===== src/rtl/gpu_ext_arbiter_pkg.sv =====
// Shared definitions for the GPU external-port arbiter: target encodings,
// FSM state type and the request rejection rule.
package gpu_ext_arbiter_pkg;

  localparam logic [2:0] TGT_INST_RAM  = 3'd0;
  localparam logic [2:0] TGT_DATA_RAM  = 3'd1;
  localparam logic [2:0] TGT_INT_REG   = 3'd2;
  localparam logic [2:0] TGT_FLOAT_REG = 3'd3;
  localparam logic [2:0] TGT_SPECIAL   = 3'd4;

  typedef enum logic [1:0] {
    ST_IDLE    = 2'd0,
    ST_ISSUE   = 2'd1,
    ST_CAPTURE = 2'd2,
    ST_RESPOND = 2'd3
  } state_t;

  // Only the two RAMs accept writes; encodings above TGT_SPECIAL do not exist.
  function automatic logic is_reject(input logic write, input logic [2:0] target);
    return (target > TGT_SPECIAL) || (write && (target > TGT_DATA_RAM));
  endfunction

endpackage


===== src/rtl/gpu_ext_arbiter_if.sv =====
// Bundle of requester-side and GPU-side signals of the external arbiter.
// Handshake: a requester raises req_valid[i] with its fields held stable;
// the request is taken on the rising edge where req_valid[i] && req_ready[i].
// The matching response is a one-cycle rsp_valid[i] pulse, with rsp_error
// and rsp_data meaningful only in that cycle.
interface gpu_ext_arbiter_if #(
  parameter int WORD_WIDTH    = 32,
  parameter int ADDRESS_WIDTH = 16
) ();
  import gpu_ext_arbiter_pkg::*;

  logic                          gpu_run;
  logic [1:0]                    req_valid;
  logic [1:0]                    req_ready;
  logic [1:0]                    req_write;
  logic [1:0][2:0]               req_target;
  logic [1:0][ADDRESS_WIDTH-1:0] req_address;
  logic [1:0][WORD_WIDTH-1:0]    req_wdata;
  logic [1:0]                    rsp_valid;
  logic                          rsp_error;
  logic [WORD_WIDTH-1:0]         rsp_data;
  logic                          enable_write_inst_ram;
  logic                          enable_write_data_ram;
  logic                          enable_read_inst_ram;
  logic                          enable_read_data_ram;
  logic                          enable_read_register;
  logic                          enable_read_floatreg;
  logic                          enable_read_special;
  logic [ADDRESS_WIDTH-1:0]      rw_address;
  logic [WORD_WIDTH-1:0]         write_data;
  logic [WORD_WIDTH-1:0]         read_data;
  state_t                        dbg_state;

  modport slave (
    input  gpu_run, req_valid, req_write, req_target, req_address, req_wdata, read_data,
    output req_ready, rsp_valid, rsp_error, rsp_data,
    output enable_write_inst_ram, enable_write_data_ram, enable_read_inst_ram,
    output enable_read_data_ram, enable_read_register, enable_read_floatreg,
    output enable_read_special, rw_address, write_data, dbg_state
  );

  modport master (
    output gpu_run, req_valid, req_write, req_target, req_address, req_wdata, read_data,
    input  req_ready, rsp_valid, rsp_error, rsp_data,
    input  enable_write_inst_ram, enable_write_data_ram, enable_read_inst_ram,
    input  enable_read_data_ram, enable_read_register, enable_read_floatreg,
    input  enable_read_special, rw_address, write_data, dbg_state
  );

endinterface


===== src/rtl/gpu_ext_arbiter_rr_arbiter2.sv =====
// Two-way round-robin grant: on contention the requester not granted last
// wins; the history only moves when a grant is actually taken.
module rr_arbiter2 (
  input  logic       clock,
  input  logic       reset,
  input  logic [1:0] req_i,
  input  logic       take_i,
  output logic [1:0] gnt_o
);

  logic last_q;

  // Grant decode from current requests and last winner.
  always_comb begin
    gnt_o = 2'b00;
    case (req_i)
      2'b01:   gnt_o = 2'b01;
      2'b10:   gnt_o = 2'b10;
      2'b11:   gnt_o = last_q ? 2'b01 : 2'b10;
      default: gnt_o = 2'b00;
    endcase
  end

  // Last-grant history; reset to 1 so requester 0 wins the first contention.
  always_ff @(posedge clock) begin
    if (reset) begin
      last_q <= 1'b1;
    end else if (take_i && (req_i != 2'b00)) begin
      last_q <= gnt_o[1];
    end
  end

endmodule


===== src/rtl/gpu_ext_arbiter.sv =====
// Serialises two requesters onto the GPU external access port:
// grant -> issue strobes -> capture read data -> one-cycle response.
module gpu_ext_arbiter
  import gpu_ext_arbiter_pkg::*;
#(
  parameter int WORD_WIDTH    = 32,
  parameter int ADDRESS_WIDTH = 16
) (
  input  logic         clock,
  input  logic         reset,
  gpu_ext_arbiter_if.slave bus
);

  state_t                   state_q;
  logic                     sel_q;
  logic                     write_q;
  logic [2:0]               target_q;
  logic [1:0]               rsp_valid_q;
  logic                     rsp_error_q;
  logic [WORD_WIDTH-1:0]    rsp_data_q;
  logic [ADDRESS_WIDTH-1:0] rw_address_q;
  logic [WORD_WIDTH-1:0]    write_data_q;
  logic [1:0]               gnt;
  logic                     grant_en;
  logic                     gsel;
  logic [1:0]               sel_onehot;
  logic [6:0]               en;

  rr_arbiter2 u_rr (
    .clock  (clock),
    .reset  (reset),
    .req_i  (bus.req_valid),
    .take_i (grant_en),
    .gnt_o  (gnt)
  );

  assign grant_en      = (state_q == ST_IDLE) && !reset && (bus.req_valid != 2'b00);
  assign gsel          = gnt[1];
  assign sel_onehot    = sel_q ? 2'b10 : 2'b01;
  assign bus.req_ready = grant_en ? gnt : 2'b00;

  // Strobe decode; the inst-RAM write waits combinationally on gpu_run so the
  // strobe lands in the very cycle the GPU stops. Reset masks everything.
  always_comb begin
    en = 7'b0;
    if (!reset) begin
      if (write_q) begin
        if (state_q == ST_ISSUE) begin
          if (target_q == TGT_INST_RAM && !bus.gpu_run) en[6] = 1'b1;
          if (target_q == TGT_DATA_RAM)                 en[5] = 1'b1;
        end
      end else if (state_q == ST_ISSUE || state_q == ST_CAPTURE) begin
        case (target_q)
          TGT_INST_RAM:  en[4] = 1'b1;
          TGT_DATA_RAM:  en[3] = 1'b1;
          TGT_INT_REG:   en[2] = 1'b1;
          TGT_FLOAT_REG: en[1] = 1'b1;
          TGT_SPECIAL:   en[0] = 1'b1;
          default:       en    = 7'b0;
        endcase
      end
    end
  end

  // Transaction FSM with registered response and GPU address/data outputs.
  always_ff @(posedge clock) begin
    if (reset) begin
      state_q      <= ST_IDLE;
      sel_q        <= 1'b0;
      write_q      <= 1'b0;
      target_q     <= 3'd0;
      rsp_valid_q  <= 2'b00;
      rsp_error_q  <= 1'b0;
      rsp_data_q   <= '0;
      rw_address_q <= '0;
      write_data_q <= '0;
    end else begin
      rsp_valid_q <= 2'b00;
      rsp_error_q <= 1'b0;
      case (state_q)
        ST_IDLE: begin
          if (grant_en) begin
            sel_q    <= gsel;
            write_q  <= bus.req_write[gsel];
            target_q <= bus.req_target[gsel];
            if (is_reject(bus.req_write[gsel], bus.req_target[gsel])) begin
              state_q     <= ST_RESPOND;
              rsp_valid_q <= gnt;
              rsp_error_q <= 1'b1;
              rsp_data_q  <= '0;
            end else begin
              state_q      <= ST_ISSUE;
              rw_address_q <= bus.req_address[gsel];
              write_data_q <= bus.req_wdata[gsel];
            end
          end
        end
        ST_ISSUE: begin
          if (!write_q) begin
            state_q <= ST_CAPTURE;
          end else if (!(target_q == TGT_INST_RAM && bus.gpu_run)) begin
            state_q     <= ST_RESPOND;
            rsp_valid_q <= sel_onehot;
            rsp_data_q  <= '0;
          end
        end
        ST_CAPTURE: begin
          state_q     <= ST_RESPOND;
          rsp_valid_q <= sel_onehot;
          rsp_data_q  <= bus.read_data;
        end
        default: begin
          state_q <= ST_IDLE;
        end
      endcase
    end
  end

  assign bus.rsp_valid             = rsp_valid_q;
  assign bus.rsp_error             = rsp_error_q;
  assign bus.rsp_data              = rsp_data_q;
  assign bus.rw_address            = rw_address_q;
  assign bus.write_data            = write_data_q;
  assign bus.dbg_state             = state_q;
  assign bus.enable_write_inst_ram = en[6];
  assign bus.enable_write_data_ram = en[5];
  assign bus.enable_read_inst_ram  = en[4];
  assign bus.enable_read_data_ram  = en[3];
  assign bus.enable_read_register  = en[2];
  assign bus.enable_read_floatreg  = en[1];
  assign bus.enable_read_special   = en[0];

endmodule


===== src/flat_wrapper.sv =====
// flat-port wrapper written by rule: the top's interface ports become plain ports
module gpu_ext_arbiter_flat import gpu_ext_arbiter_pkg::*;
#(
  parameter int WORD_WIDTH    = 32,
  parameter int ADDRESS_WIDTH = 16
)
  (clock, reset, bus_gpu_run, bus_req_valid, bus_req_write, bus_req_target, bus_req_address, bus_req_wdata, bus_read_data, bus_req_ready, bus_rsp_valid, bus_rsp_error, bus_rsp_data, bus_enable_write_inst_ram, bus_enable_write_data_ram, bus_enable_read_inst_ram, bus_enable_read_data_ram, bus_enable_read_register, bus_enable_read_floatreg, bus_enable_read_special, bus_rw_address, bus_write_data, bus_dbg_state);
  gpu_ext_arbiter_if #(.WORD_WIDTH(WORD_WIDTH), .ADDRESS_WIDTH(ADDRESS_WIDTH)) bus_i ();
  input  logic clock;
  input  logic reset;
  input wire logic [$bits(bus_i.gpu_run)-1:0] bus_gpu_run;
  input wire logic [$bits(bus_i.req_valid)-1:0] bus_req_valid;
  input wire logic [$bits(bus_i.req_write)-1:0] bus_req_write;
  input wire logic [$bits(bus_i.req_target)-1:0] bus_req_target;
  input wire logic [$bits(bus_i.req_address)-1:0] bus_req_address;
  input wire logic [$bits(bus_i.req_wdata)-1:0] bus_req_wdata;
  input wire logic [$bits(bus_i.read_data)-1:0] bus_read_data;
  output wire logic [$bits(bus_i.req_ready)-1:0] bus_req_ready;
  output wire logic [$bits(bus_i.rsp_valid)-1:0] bus_rsp_valid;
  output wire logic [$bits(bus_i.rsp_error)-1:0] bus_rsp_error;
  output wire logic [$bits(bus_i.rsp_data)-1:0] bus_rsp_data;
  output wire logic [$bits(bus_i.enable_write_inst_ram)-1:0] bus_enable_write_inst_ram;
  output wire logic [$bits(bus_i.enable_write_data_ram)-1:0] bus_enable_write_data_ram;
  output wire logic [$bits(bus_i.enable_read_inst_ram)-1:0] bus_enable_read_inst_ram;
  output wire logic [$bits(bus_i.enable_read_data_ram)-1:0] bus_enable_read_data_ram;
  output wire logic [$bits(bus_i.enable_read_register)-1:0] bus_enable_read_register;
  output wire logic [$bits(bus_i.enable_read_floatreg)-1:0] bus_enable_read_floatreg;
  output wire logic [$bits(bus_i.enable_read_special)-1:0] bus_enable_read_special;
  output wire logic [$bits(bus_i.rw_address)-1:0] bus_rw_address;
  output wire logic [$bits(bus_i.write_data)-1:0] bus_write_data;
  output wire logic [$bits(bus_i.dbg_state)-1:0] bus_dbg_state;
  assign bus_i.gpu_run = bus_gpu_run;
  assign bus_i.req_valid = bus_req_valid;
  assign bus_i.req_write = bus_req_write;
  assign bus_i.req_target = bus_req_target;
  assign bus_i.req_address = bus_req_address;
  assign bus_i.req_wdata = bus_req_wdata;
  assign bus_i.read_data = bus_read_data;
  assign bus_req_ready = bus_i.req_ready;
  assign bus_rsp_valid = bus_i.rsp_valid;
  assign bus_rsp_error = bus_i.rsp_error;
  assign bus_rsp_data = bus_i.rsp_data;
  assign bus_enable_write_inst_ram = bus_i.enable_write_inst_ram;
  assign bus_enable_write_data_ram = bus_i.enable_write_data_ram;
  assign bus_enable_read_inst_ram = bus_i.enable_read_inst_ram;
  assign bus_enable_read_data_ram = bus_i.enable_read_data_ram;
  assign bus_enable_read_register = bus_i.enable_read_register;
  assign bus_enable_read_floatreg = bus_i.enable_read_floatreg;
  assign bus_enable_read_special = bus_i.enable_read_special;
  assign bus_rw_address = bus_i.rw_address;
  assign bus_write_data = bus_i.write_data;
  assign bus_dbg_state = bus_i.dbg_state;
  gpu_ext_arbiter #(.WORD_WIDTH(WORD_WIDTH), .ADDRESS_WIDTH(ADDRESS_WIDTH)) u_core (.clock(clock), .reset(reset), .bus(bus_i));
endmodule

===== config.mk =====
export PLATFORM = sky130hd
export DESIGN_NAME = gpu_ext_arbiter_flat
export DESIGN_NICKNAME = d
export VERILOG_FILES = /design/src/rtl/gpu_ext_arbiter_pkg.sv /design/src/rtl/gpu_ext_arbiter_if.sv /design/src/rtl/gpu_ext_arbiter_rr_arbiter2.sv /design/src/rtl/gpu_ext_arbiter.sv /design/src/flat_wrapper.sv
export SDC_FILE = /design/constraint.sdc
export NUM_CORES = 1
export LEC_CHECK = 0
export ABC_AREA = 0
export CAP_MARGIN = 20
export CORE_MARGIN = 1
export CORE_UTILIZATION = 35
export CTS_CLUSTER_SIZE = 8
export DETAILED_ROUTE_END_ITERATION = 6
export PLACE_DENSITY_LB_ADDON = 0.2
export SYNTH_ARGS = -nofsm -noshare
export SYNTH_HDL_FRONTEND = slang
export SYNTH_SLANG_ARGS = --single-unit

===== constraint.sdc =====
create_clock -name clock -period 5.75 [get_ports clock]
set_clock_uncertainty 0.1 [all_clocks]
set_input_delay 1.15 -clock clock [delete_from_list [all_inputs] [get_ports clock]]
set_output_delay 1.15 -clock clock [all_outputs]
set_load 0.03 [all_outputs]

# After elaboration in Yosys (flattened, before gate mapping)
# Cells that the tools add are included.
[classes] n_lt_le_gt_ge=3 eq_ne=14 n_mux=39 bitwise=3 reduce_logical=19
[ops] op="$mux W32" count=6
[ops] op="$pmux W32 S3" count=1
[ops] op="$mux W16" count=2
[ops] op="$mux W2" count=13
[ops] op="$pmux W2 S3" count=3
[ops] op="$mux W5" count=2
[ops] op="$mux W1" count=9
[ops] op="$mux W7" count=1
[ops] op="$eq A2 B2 Y1 const B" count=3
[ops] op="$eq A3 B2 Y1 const B" count=2
[ops] op="$logic_and A1 B1 Y1" count=6
[ops] op="$mux W3" count=2
[ops] op="$reduce_and A5 Y1" count=1
[ops] op="$eq A2 B1 Y1 const B" count=2
[ops] op="$ne A2 B1 Y1 const B" count=2
[ops] op="$ne A2 B2 Y1 const B" count=2
[ops] op="$reduce_and A2 Y1" count=2
[ops] op="$eq A3 B1 Y1 const B" count=1
[ops] op="$eq A3 B3 Y1 const B" count=1
[ops] op="$gt A3 B1 Y1 const B" count=1
[ops] op="$gt A3 B3 Y1 const B" count=1
[ops] op="$logic_not A3 Y1" count=1
[ops] op="$ne A3 B3 Y1 const B" count=1
[ops] op="$not A1 Y1" count=3
[ops] op="other kinds (8)" count=10
[word_totals] reg_bits=91 in_bits=141 out_inout_bits=94

# Depth between registers and ports, before layout
[logic_depth] ltp_word=10 depth_mapped=9

# Modules after synthesis
# From an unflattened synthesis, not the netlist that was laid out.
[hier_totals] cells_unflattened=452 hier_area_um2=4117.7
[modules_own_cells] mod="gpu_ext_arbiter" n_inst=1 cells_each=445 area_each_um2=4056.4 seq_area_each_um2=1801.7
[modules_own_cells] mod="rr_arbiter2" n_inst=1 cells_each=7 area_each_um2=61.3 seq_area_each_um2=20.0

# Least setup slack after synthesis
# Ideal clock, no wire load.
[synth_path] path_type="input -> output" from="in reset" to="out bus_enable_write_data_ram" t_arrival_ns=2.508 setup_slack_ns=1.992 stages=3 path_buffers=2 cell_sequence="clkbuf_1 clkbuf_1 nor4_1"
[synth_between] elab_chain_cells=1
[synth_lines] item="start: declaration" line_no="flat_wrapper.sv:10" text="input logic reset;"
[synth_lines] item="$mux W7" line_no="gpu_ext_arbiter.sv:46" text="if (!reset) begin"
[synth_lines] item="end: declaration" line_no="flat_wrapper.sv:23" text="output wire logic [$bits(bus_i.enable_write_data_ram)-1:0] bus_enable_write_data_ram;"
# Every way passes these cells.

# Worst setup path in the final report
[layout_path] from="in bus_req_valid[0]" to="out bus_req_ready[0]"
[layout_between] elab_chain_cells=3
[layout_lines] item="start: declaration" line_no="flat_wrapper.sv:12" text="input wire logic [$bits(bus_i.req_valid)-1:0] bus_req_valid;"
[layout_lines] item="$eq A2 B2 Y1, or another cell as far along" line_no="gpu_ext_arbiter_rr_arbiter2.sv:16" text="case (req_i)"
[layout_lines] item="$pmux W2 S3 or $logic_and A1 B1 Y1 (tied branches)" line_no="gpu_ext_arbiter_rr_arbiter2.sv:16, gpu_ext_arbiter.sv:37"
[layout_lines] item="$mux W2 *" line_no="gpu_ext_arbiter.sv:40" text="assign bus.req_ready = grant_en ? gnt : 2'b00;"
[layout_lines] item="end: declaration" line_no="flat_wrapper.sv:18" text="output wire logic [$bits(bus_i.req_ready)-1:0] bus_req_ready;"
# Mark *: on every way between the ends. The rest lies on a longest branch, timed or not.

==> out/qor.yml <==
clk_pin_slew_ns: 0.06
portBuffers: 234
synth_top_family_by_area: "compound AO/OA/AOI/OAI gates"
num_antenna_cells: 0
cts_buffer_depth: 2
start_util_pct: 36.5
ys_types: 37
netlist_top_cells_area: "dfxtp_1, mux2i_1, a211oi_2, nor2_1, nand4_1"
slew_violations: 0
grtUsageTotal_pct: 20.0
pwr_density_cell_nw_per_um2: 334
syn_area_per_cell_um2: 9.45
filler_cell_count: 1005
status: "complete, but fails checks"
cts.sinks: 91
cts_setup_buffers: 0
yosysTopAreaCellShare_pct: 42.9
synth.area.mux_share_pct: 12.5
vias: 4179
vdd_drop_max_v: 0.000181
antenna_found_initial: 0
syn_to_final_growth_pct: 62.9
tns_ns: 0
crit_fanout: 12
core-area_um2: 11600
cts.root.buffer_cell: "clkbuf_16"
yosysSeqAreaShare_pct: 42.9
ant_nets: 0
rsz0062_at_grt: "false"
fp-row-count: 39
final_cells: 805
cts_inserted_buffers: 9
clkLatencyLatePin_ns: 0.33
path_class: "in -> out"
synth_xor_xnor_area_share_pct: 0
hpwl_mm: 9.60
die_w_um: 112
netlist_instances: 449
ioPinCount: 235
synth_top_area_cell: "dfxtp_1"
gp_congestion: 0.791
drtPass1Iterations: 7
final-setup-viol-count: 0
synthSimpleGateAreaFrac_pct: 13.6
synth_seq_cells: 91
maxCapViolations: 0
crit_path_start: "bus_req_valid[0]"
die_height_um: 112
route.detailed.drc: 20
cts-resized-gates: 0
timing.slew.headroom_pct: 33.7
netlist_area_um2: 4240
worstPathRequired_ns: 4.50
wl_per_cell_um: 16.0
grt_pass1_vias: 3970
totalWireLength_mm: 12.9
fin_crit_sh_pct: 76.5
violations: "DRC"
grt_pass1_wl_mm: 20.0
worstSetupEndpointType: "output port"
r2r-start: "u_core.bus.dbg_state[1]$_SDFFE_PP0P_"
synth_fa_ha_area_share_pct: 1.18
overflow: 0
fmaxAchievable_mhz: 227
drive_above_1_share_pct: 9.97
nNetsFinal: 802
min_from: "u_core.bus.rsp_data[2]$_SDFFE_PP0P_"
hold_violations: 0
cts_tree: "built"
start_kind: "primary input"
syn_nets: 594
power.leakage_nw: 2.37
vias_per_cell: 5.19
worstMarginPinSlew_ns: 0.994
power.total_mw: 2.31
worstHoldPathType: "reg -> reg"
synth_compound_area_share_pct: 24.3
htreeDepth: 3
period_needed_ns: 4.40
worst_ep_arrival_time_ns: 3.15
dieArea_um2: 12600
ys_warn_count: 0
dp_cells: 788
cts_hold_buffers: 0
grt_max_degree: 71
drtIter0Drc: 141
-- path summary, 6_finish.rpt --
check	cells after the start	slack [ns]	endpoint
worst min register to register	2	0.37	u_core.bus.rsp_data[2]$_SDFFE_PP0P_
worst min-delay path	2	0.37	u_core.bus.rsp_data[2]$_SDFFE_PP0P_
worst max-delay path	6	1.35	bus_req_ready[0]
worst max register to register	8	2.73	u_core.bus.write_data[4]$_SDFFE_PP0P_
-- power breakdown --
part | switching, mW | internal, mW | leakage [nW]
Clock | 0.228 | 0.316 | 0.137
Sequential | 0.0573 | 0.725 | 0.741
Combinational | 0.584 | 0.399 | 1.50
-- layer usage --
layer  GRT usage (%)  up-vias  routed length [um]  part of all wire, %
met3            6.86       16                1340                   10
met1            22.1     1933                5080                   39
met5               0        -                   0                    0
met4            7.82        0                 231                  1.8
met2            35.3      168                6220                   48
li1                -     2062                   -                    -
-- synthesized netlist by cell type, drive strengths merged --
master  count
and3b       1
and3        2
or3         3
dfxtp      91
a21boi      3
nand2       8
nor4        2
o311ai      1
nand3       1
ha          4
a32oi       1
nand2b      5
nand4      32
o32ai       1
clkbuf     31
a22o        1
o22ai       1
mux2i      53
buf        13
o211ai      1
o21ai      38
nor2b       1
a211oi     48
a21oi      36
nor2       56
nor3        4
or2         1
inv         5
o31ai       1
a22oi       1
a21o        2
nor4b       1
-- layout by cell type (no fill, tap or decap), types with 2 or more instances in the layout --
master             n
buf_4              7
a21oi_1           36
nand2b_1           5
inv_1              5
ha_1               4
clkdlybuf4s50_1  233
a211oi_1           8
nand4_1           32
nor3_1             4
nor4_1             2
clkbuf_16         10
or3_1              2
clkbuf_8           2
o21ai_0           38
dfxtp_1           91
a211oi_2          40
a21o_1             2
nor2_1            56
and3_1             2
clkinv_2           2
nand2_1            8
a21boi_0           2
clkbuf_1           3
mux2i_1           53
-- cell families (layout without fill, tap and decap cells) --
logic type	count (synthesis)	after routing
muxes	53	53
adders and majority gates	4	4
buffers and inverters	49	262
DFF	91	91
and+or+nand+nor	117	117
AOI/OAI and AO/OA	135	135
-- cell type report --
| type | count | area, um^2 | area share, % |
|---|---|---|---|
| clock buffer | 14 | 264 | 3.82 |
| sequential | 91 | 1820 | 26.4 |
| clock inverter | 2 | 10.0 | 0.145 |
| multi-input combinational | 309 | 2210 | 32.0 |
| tap | 143 | 179 | 2.59 |
| timing repair buffer | 241 | 2410 | 34.9 |
| inverter | 5 | 18.8 | 0.272 |
-- per-stage QoR --
stage	hold slack, ns	instance area, um^2	util (%)	worst slack [ns]
final	0.374	6910	59.5	1.35
after global routing	0.386	6910	59.5	1.23
after CTS	0.374	6890	59.3	1.34
after detailed placement	0.360	6610	56.9	1.35
after global placement	0.356	6610	56.9	1.38
after floorplan	0.324	4240	-	1.99
-- flip-flops by register name (all words and copies together) (netlist names) --
register / count
u_core.bus.rsp_data: 32
u_core.sel_q: 1
u_core.bus.dbg_state: 2
u_core.bus.rsp_valid: 2
u_core.u_rr.last_q: 1
u_core.target_q: 3
u_core.bus.rw_address: 16
u_core.bus.rsp_error: 1
u_core.write_q: 1
u_core.bus.write_data: 32
-- worst max-delay path: stages --
cell and delay (ns):
clkdlybuf4s50_1 0.54, o21ai_0 0.12, or2_2 0.39, nand2b_1 0.20, inv_1 0.08, clkdlybuf4s50_1 0.67
(Power assumes the default switching activity.)
